==> src/rtl/mem_readback_pkg.sv <==
// mem_readback_pkg: shared types for the memory dump engine
// Contents: state_t, the five-state dump FSM encoding
package mem_readback_pkg;
    typedef enum logic [2:0] {IDLE, READ, WAIT, SEND, DONE} state_t;
endpackage

==> src/rtl/mem_readback_if.sv <==
// mem_readback_if: memory read port plus dump stream bundle
// Ports: mem_rd/mem_addr/mem_data (memory side), dump_valid/dump_ready/dump_data/dump_addr/dump_last (stream side)
// master: the dump engine; slave: the memory and downstream consumer
interface mem_readback_if #(
    parameter int ADDR_WIDTH = 5,
    parameter int DATA_WIDTH = 8
);
    logic                  mem_rd;
    logic [ADDR_WIDTH-1:0] mem_addr;
    logic [DATA_WIDTH-1:0] mem_data;
    logic                  dump_valid;
    logic                  dump_ready;
    logic [DATA_WIDTH-1:0] dump_data;
    logic [ADDR_WIDTH-1:0] dump_addr;
    logic                  dump_last;
    modport master (
        output mem_rd, mem_addr, dump_valid, dump_data, dump_addr, dump_last,
        input  mem_data, dump_ready
    );
    modport slave (
        input  mem_rd, mem_addr, dump_valid, dump_data, dump_addr, dump_last,
        output mem_data, dump_ready
    );
endinterface

==> src/rtl/mem_readback.sv <==
// mem_readback: dumps every memory location over a valid/ready stream with a running XOR checksum
// Ports: clk, rst (async, active high), start (dump request, sampled in IDLE),
//        bus (mem_readback_if.master: memory read port and dump stream),
//        busy (not IDLE), done (one-cycle end pulse), checksum (XOR of dumped bytes)
module mem_readback
    import mem_readback_pkg::*;
#(
    parameter int ADDR_WIDTH = 5,
    parameter int DATA_WIDTH = 8
) (
    input  logic                  clk,
    input  logic                  rst,
    input  logic                  start,
    mem_readback_if.master        bus,
    output logic                  busy,
    output logic                  done,
    output logic [DATA_WIDTH-1:0] checksum
);
    localparam logic [ADDR_WIDTH-1:0] MAX_ADDR = '1;
    state_t                state, next_state;
    logic [ADDR_WIDTH-1:0] cnt;
    logic                  hs;
    assign hs             = state == SEND && bus.dump_ready;
    assign bus.mem_rd     = state == READ;
    assign bus.mem_addr   = cnt;
    assign bus.dump_valid = state == SEND;
    assign bus.dump_last  = state == SEND && bus.dump_addr == MAX_ADDR;
    assign busy           = state != IDLE;
    assign done           = state == DONE;
    always_comb begin
        next_state = state;
        case (state)
            IDLE:    next_state = start ? READ : IDLE;
            READ:    next_state = WAIT;
            WAIT:    next_state = SEND;
            SEND:    next_state = hs ? (cnt == MAX_ADDR ? DONE : READ) : SEND;
            default: next_state = IDLE;
        endcase
    end
    // counter stops at MAX_ADDR so the final dump_addr/mem_addr stay on the last location
    always_ff @(posedge clk or posedge rst) begin
        if (rst) begin
            state         <= IDLE;
            cnt           <= '0;
            bus.dump_data <= '0;
            bus.dump_addr <= '0;
            checksum      <= '0;
        end else begin
            state <= next_state;
            if (state == IDLE && start) begin
                cnt      <= '0;
                checksum <= '0;
            end
            if (state == WAIT) begin
                bus.dump_data <= bus.mem_data;
                bus.dump_addr <= cnt;
                checksum      <= checksum ^ bus.mem_data;
            end
            if (hs && cnt != MAX_ADDR)
                cnt <= cnt + 1'b1;
        end
    end
endmodule

==> src/flat_wrapper.sv <==
// flat-port wrapper written by rule: the top's interface ports become plain ports
module mem_readback_flat import mem_readback_pkg::*;
#(
    parameter int ADDR_WIDTH = 5,
    parameter int DATA_WIDTH = 8
)
  (clk, rst, start, busy, done, checksum, bus_mem_rd, bus_mem_addr, bus_dump_valid, bus_dump_data, bus_dump_addr, bus_dump_last, bus_mem_data, bus_dump_ready);
  mem_readback_if #(.ADDR_WIDTH(ADDR_WIDTH), .DATA_WIDTH(DATA_WIDTH)) bus_i ();
  input  logic clk;
  input  logic rst;
  input  logic start;
  output logic busy;
  output logic done;
  output logic [DATA_WIDTH-1:0] checksum;
  output wire logic [$bits(bus_i.mem_rd)-1:0] bus_mem_rd;
  output wire logic [$bits(bus_i.mem_addr)-1:0] bus_mem_addr;
  output wire logic [$bits(bus_i.dump_valid)-1:0] bus_dump_valid;
  output wire logic [$bits(bus_i.dump_data)-1:0] bus_dump_data;
  output wire logic [$bits(bus_i.dump_addr)-1:0] bus_dump_addr;
  output wire logic [$bits(bus_i.dump_last)-1:0] bus_dump_last;
  input wire logic [$bits(bus_i.mem_data)-1:0] bus_mem_data;
  input wire logic [$bits(bus_i.dump_ready)-1:0] bus_dump_ready;
  assign bus_mem_rd = bus_i.mem_rd;
  assign bus_mem_addr = bus_i.mem_addr;
  assign bus_dump_valid = bus_i.dump_valid;
  assign bus_dump_data = bus_i.dump_data;
  assign bus_dump_addr = bus_i.dump_addr;
  assign bus_dump_last = bus_i.dump_last;
  assign bus_i.mem_data = bus_mem_data;
  assign bus_i.dump_ready = bus_dump_ready;
  mem_readback #(.ADDR_WIDTH(ADDR_WIDTH), .DATA_WIDTH(DATA_WIDTH)) u_core (.clk(clk), .rst(rst), .start(start), .bus(bus_i), .busy(busy), .done(done), .checksum(checksum));
endmodule
==> config.mk <==
export PLATFORM = sky130hd
export DESIGN_NAME = mem_readback_flat
export DESIGN_NICKNAME = d
export VERILOG_FILES = /design/src/rtl/mem_readback_pkg.sv /design/src/rtl/mem_readback_if.sv /design/src/rtl/mem_readback.sv /design/src/flat_wrapper.sv
export SDC_FILE = /design/constraint.sdc
export NUM_CORES = 1
export LEC_CHECK = 0
export CAP_MARGIN = 20
export CELL_PAD_IN_SITES_DETAIL_PLACEMENT = 0
export CELL_PAD_IN_SITES_GLOBAL_PLACEMENT = 2
export CORE_ASPECT_RATIO = 0.9
export CORE_MARGIN = 2
export CORE_UTILIZATION = 29
export DETAILED_ROUTE_END_ITERATION = 7
export PLACE_DENSITY = 0.74
export RECOVER_POWER = 100
export SLEW_MARGIN = 20
export SYNTH_ARGS = -nofsm -noshare
export SYNTH_HDL_FRONTEND = slang
export SYNTH_SLANG_ARGS = --single-unit
==> constraint.sdc <==
create_clock -name clk -period 2.2 [get_ports clk]
set_clock_uncertainty 0.1 [all_clocks]
set_input_delay 0.44 -clock clk [delete_from_list [all_inputs] [get_ports clk]]
set_output_delay 0.44 -clock clk [all_outputs]
set_load 0.01 [all_outputs]
==> results_tabular.tex <==
\begin{tabular}{lr}
\hline
Metric & Value \\
\hline
\multicolumn{2}{l}{\textbf{Run status}} \\
\quad Run status & complete, no violations \\
\multicolumn{2}{l}{\textbf{Timing}} \\
\quad Worst slew margin relative to its limit & 51.1\% \\
\quad Slew at the pin closest to its max-slew limit & 0.734 ns \\
\quad Final-layout setup total negative slack & 0 ns \\
\quad Number of setup violations in the final report & 0 \\
\quad Maximum frequency from static timing analysis & 470 MHz \\
\quad Number of hold violations in the final report & 0 \\
\quad Final cycle utilization of the critical path & 96.7\% \\
\quad RSZ-0062 raised after global routing & false \\
\quad Clock period minus worst slack & roughly 2.1 ns \\
\quad Number of max-slew violations in the final report & 0 \\
\multicolumn{2}{l}{\textbf{Layout}} \\
\quad Most common cell after layout, fill and taps aside & dfrtp\_1 \\
\quad Total Nets Final & 176 \\
\quad Area added between synthesis and finish & 40.3\% \\
\quad Antenna diode instance count & 0 \\
\quad Final cell count without fillers & 225 \\
\quad Fraction of final layout cells sized beyond drive strength 1 & between 10\% and 20\% \\
\quad Most frequent cells in the layout & 28 x dfrtp\_1, 27 x dlygate4sd3\_1, 13 x clkdlybuf4s50\_1 \\
\multicolumn{2}{l}{\textbf{Setup path}} \\
\quad Critical Path RT & about 1.7 ns \\
\quad Critical-path cell with the highest stage delay & clkdlybuf4s50\_1 \\
\quad Cell chain of the critical path & or3\_1 > clkdlybuf4s50\_1 \\
\quad Worst setup path category & flip-flop to output pin \\
\quad Worst stage delay on the critical path & 0.48 ns \\
\quad Critical path fanouts, max & 9 \\
\quad Worst path arrival time & 1.59 ns \\
\quad Nature of the critical path endpoint & output pin \\
\quad Kind of cell adding the most delay to the critical path & buffers and inverters \\
\quad Crit path launch type & flip-flop \\
\quad Buffers plus inverters on the worst setup path & 1 \\
\multicolumn{2}{l}{\textbf{Floorplan}} \\
\quad Starting utilization of the core area & around 31\% \\
\quad Die area & 5380 µm² \\
\quad Die height & 69.8 µm \\
\quad I/O pin count & 43 \\
\quad Die width & around 77 µm \\
\quad Core Box Area & 4550 µm² \\
\quad Number of standard-cell rows in the floorplan & 23 \\
\multicolumn{2}{l}{\textbf{Global route}} \\
\quad Wire length of the first global-routing pass & 5290 µm \\
\quad Global route overflow & 0 \\
\quad Pin count of the biggest net entering global routing & 30 \\
\quad Vias in the first global route & approximately 1000 \\
\quad Overall global routing resource usage & 12.5\% \\
\quad Number of antenna violations at the first check in global routing & 0 \\
\multicolumn{2}{l}{\textbf{Yosys}} \\
\quad Syn Nets & 129 \\
\quad Async set or reset register ratio after synthesis & 100\% \\
\quad Average cell area after synthesis & 12.1 µm² \\
\quad Prevailing post-synth register cell & dfrtp\_1 \\
\quad Cell count after synthesis & 115 \\
\quad Count of flip-flops with a built-in enable after synthesis & 0 \\
\quad Cell area after technology mapping & 1400 µm² \\
\quad Seq/Total Area, Yosys & 52.0\% \\
\quad \#FFs+latches synth & 29 \\
\quad Number of distinct library cells after synthesis & 36 \\
\quad Count of synthesis-stage warnings from yosys & 0 \\
\multicolumn{2}{l}{\textbf{Clock tree}} \\
\quad H-Tree Depth & 2 \\
\quad Clock Sink Count & 29 \\
\quad Later-pin clock latency in the skew report & approximately 0.27 ns \\
\quad Clock tree from TritonCTS & built \\
\quad Clock buffer count from CTS & 5 \\
\quad Number of hold buffers added after cts & 0 \\
\quad Post-CTS sizing & 5 \\
\quad Root buf cell & clkbuf\_8 \\
\quad Buffers from clock root to sink, at most & 2 \\
\quad Post-CTS Setup Repair Bufs & 0 \\
\quad Clock transition at the registers of the reported paths & 0.06 ns \\
\multicolumn{2}{l}{\textbf{Power}} \\
\quad P per Cell Area & 1310 nW/µm² \\
\quad Share of power burned in combinational logic & 44.0\% \\
\quad Internal power & 1.64 mW \\
\quad Net Switching & 0.925 mW \\
\quad Fraction of power spent switching nets & 36.0\% \\
\quad Proportion of power drawn by the clock network & 18.9\% \\
\quad Part of the power in registers & between 30\% and 40\% \\
\quad Pleak & 0.889 nW \\
\quad IR drop worst, VDD & around 0.44 mV \\
\multicolumn{2}{l}{\textbf{Routing}} \\
\quad Total wire length & 3190 µm \\
\quad Via total after detailed routing & 1038 \\
\quad Drt wl/cell & 14.2 µm \\
\quad Via count normalized by instance count & between 4 and 5 \\
\quad Initial detailed-routing violation count & 23 \\
\quad Drt pass-1 iters & 4 \\
\quad DRC violation count after routing & 0 \\
\quad Final ANT Viol Nets & 0 \\
\multicolumn{2}{l}{\textbf{Placed design}} \\
\quad I/O Buffers & 42 \\
\quad Detail Placement HPWL & roughly 2300 µm \\
\quad Placer Congestion & 0.682 \\
\quad Cell total after placement & 217 \\
\multicolumn{2}{l}{\textbf{Run}} \\
\quad Count of max-cap constraint violations & 0 \\
\multicolumn{2}{l}{\textbf{Hold path}} \\
\quad Class of the worst hold path & flip-flop to flip-flop \\
\hline
\end{tabular}
## per-stage QoR
step | hold WS [ns] | util (%) | area (µm²) | power (mW) | worst slack [ns]
after floorplan | 0.408 | - | 1400 | 1.64 | 0.430
after global placement | 0.372 | 41.2 | 1880 | 2.22 | 0.173
after detailed placement | 0.371 | 41.2 | 1880 | 2.24 | 0.159
after CTS | 0.380 | 43.5 | 1980 | 2.73 | 0.0528
after global routing | 0.421 | 43.0 | 1960 | 2.77 | 0.00945
final | 0.383 | 43.0 | 1960 | 2.57 | 0.0735
## worst paths after layout
| check | cells past startpoint | end | slack, ns | from |
|---|---|---|---|---|
| setup / recovery | 2 | busy | 0.07 | u_core.state[1] |
| hold / removal | 1 | u_core.checksum[2] | 0.38 | u_core.checksum[2] |
| setup reg to reg | 4 | u_core.bus.dump_data[0] | 0.22 | u_core.state[2] |
| hold reg to reg | 1 | u_core.checksum[2] | 0.38 | u_core.checksum[2] |
| max in group asynchronous | 3 | u_core.state[1] | 0.79 | rst |
| min in group asynchronous | 3 | u_core.bus.dump_data[4] | 0.70 | rst |
## kinds of logic after synthesis
family | synth area share [%]
AND/OR/NAND/NOR | 23.8
flip-flops | 52.0
AO/OA/AOI/OAI | 10.7
buffers and inverters | 6.91
multiplexers | 4.84
adder cells (fa/ha/maj) | 1.79
## synthesized netlist by cell type (2+ instances only)
master / number / area (µm²)
o21ai_1: 11 / 55.1
nand4bb_1: 8 / 90.1
buf_6: 3 / 33.8
buf_2: 2 / 10.0
dfrtp_1: 29 / 726
inv_1: 11 / 41.3
nand2_1: 2 / 7.51
o21ai_0: 5 / 25.0
nor3b_1: 2 / 15.0
nand3_2: 5 / 50.1
ha_1: 2 / 25.0
nand3_1: 4 / 20.0
a221o_1: 2 / 20.0
mux2_2: 5 / 56.3
nor4b_2: 2 / 30.0
a22o_1: 2 / 17.5
## power groups by stage
stage | Combinational [mW] | Clock, mW | Sequential (mW)
floorplan | 0.603 | 0 | 1.03
global placement | 1.25 | 0 | 0.974
detailed placement | 1.27 | 0 | 0.976
CTS | 1.27 | 0.496 | 0.971
global route | 1.24 | 0.525 | 1.00
finish | 1.13 | 0.484 | 0.956
## final cells by class
| cell class | count | area [µm²] |
|---|---|---|
| Tap cell | 62 | 77.6 |
| Fill cell | 455 | 2590 |
| Sequential cell | 29 | 727 |
| Clock buffer | 7 | 96.3 |
| Multi-Input combinational cell | 68 | 566 |
| Clock inverter | 1 | 5.00 |
| Timing Repair Buffer | 47 | 444 |
| Inverter | 11 | 41.3 |
## layer usage
| layer | routed length (µm) | global-route usage (%) | up-vias |
|---|---|---|---|
| met5 | 0 | 0 | - |
| met4 | 32 | 3.57 | 0 |
| met3 | 149 | 3.78 | 5 |
| met2 | 1430 | 19.2 | 33 |
| met1 | 1580 | 17.1 | 485 |
| li1 | - | - | 515 |
## sequential cells by signal, indices dropped and copies added (netlist names)
signal,count
u_core.state,3
u_core.bus.dump_data,8
u_core.checksum,8
u_core.bus.dump_addr,5
u_core.bus.mem_addr,5
## worst register-to-register path, cell delays in order, from the launching register on
cell and delay (ns):
dfrtp_1 0.46, clkbuf_2 0.25, nor3b_2 0.45, clkbuf_1 0.43, o21ai_0 0.16
(Power assumes the default switching activity.)
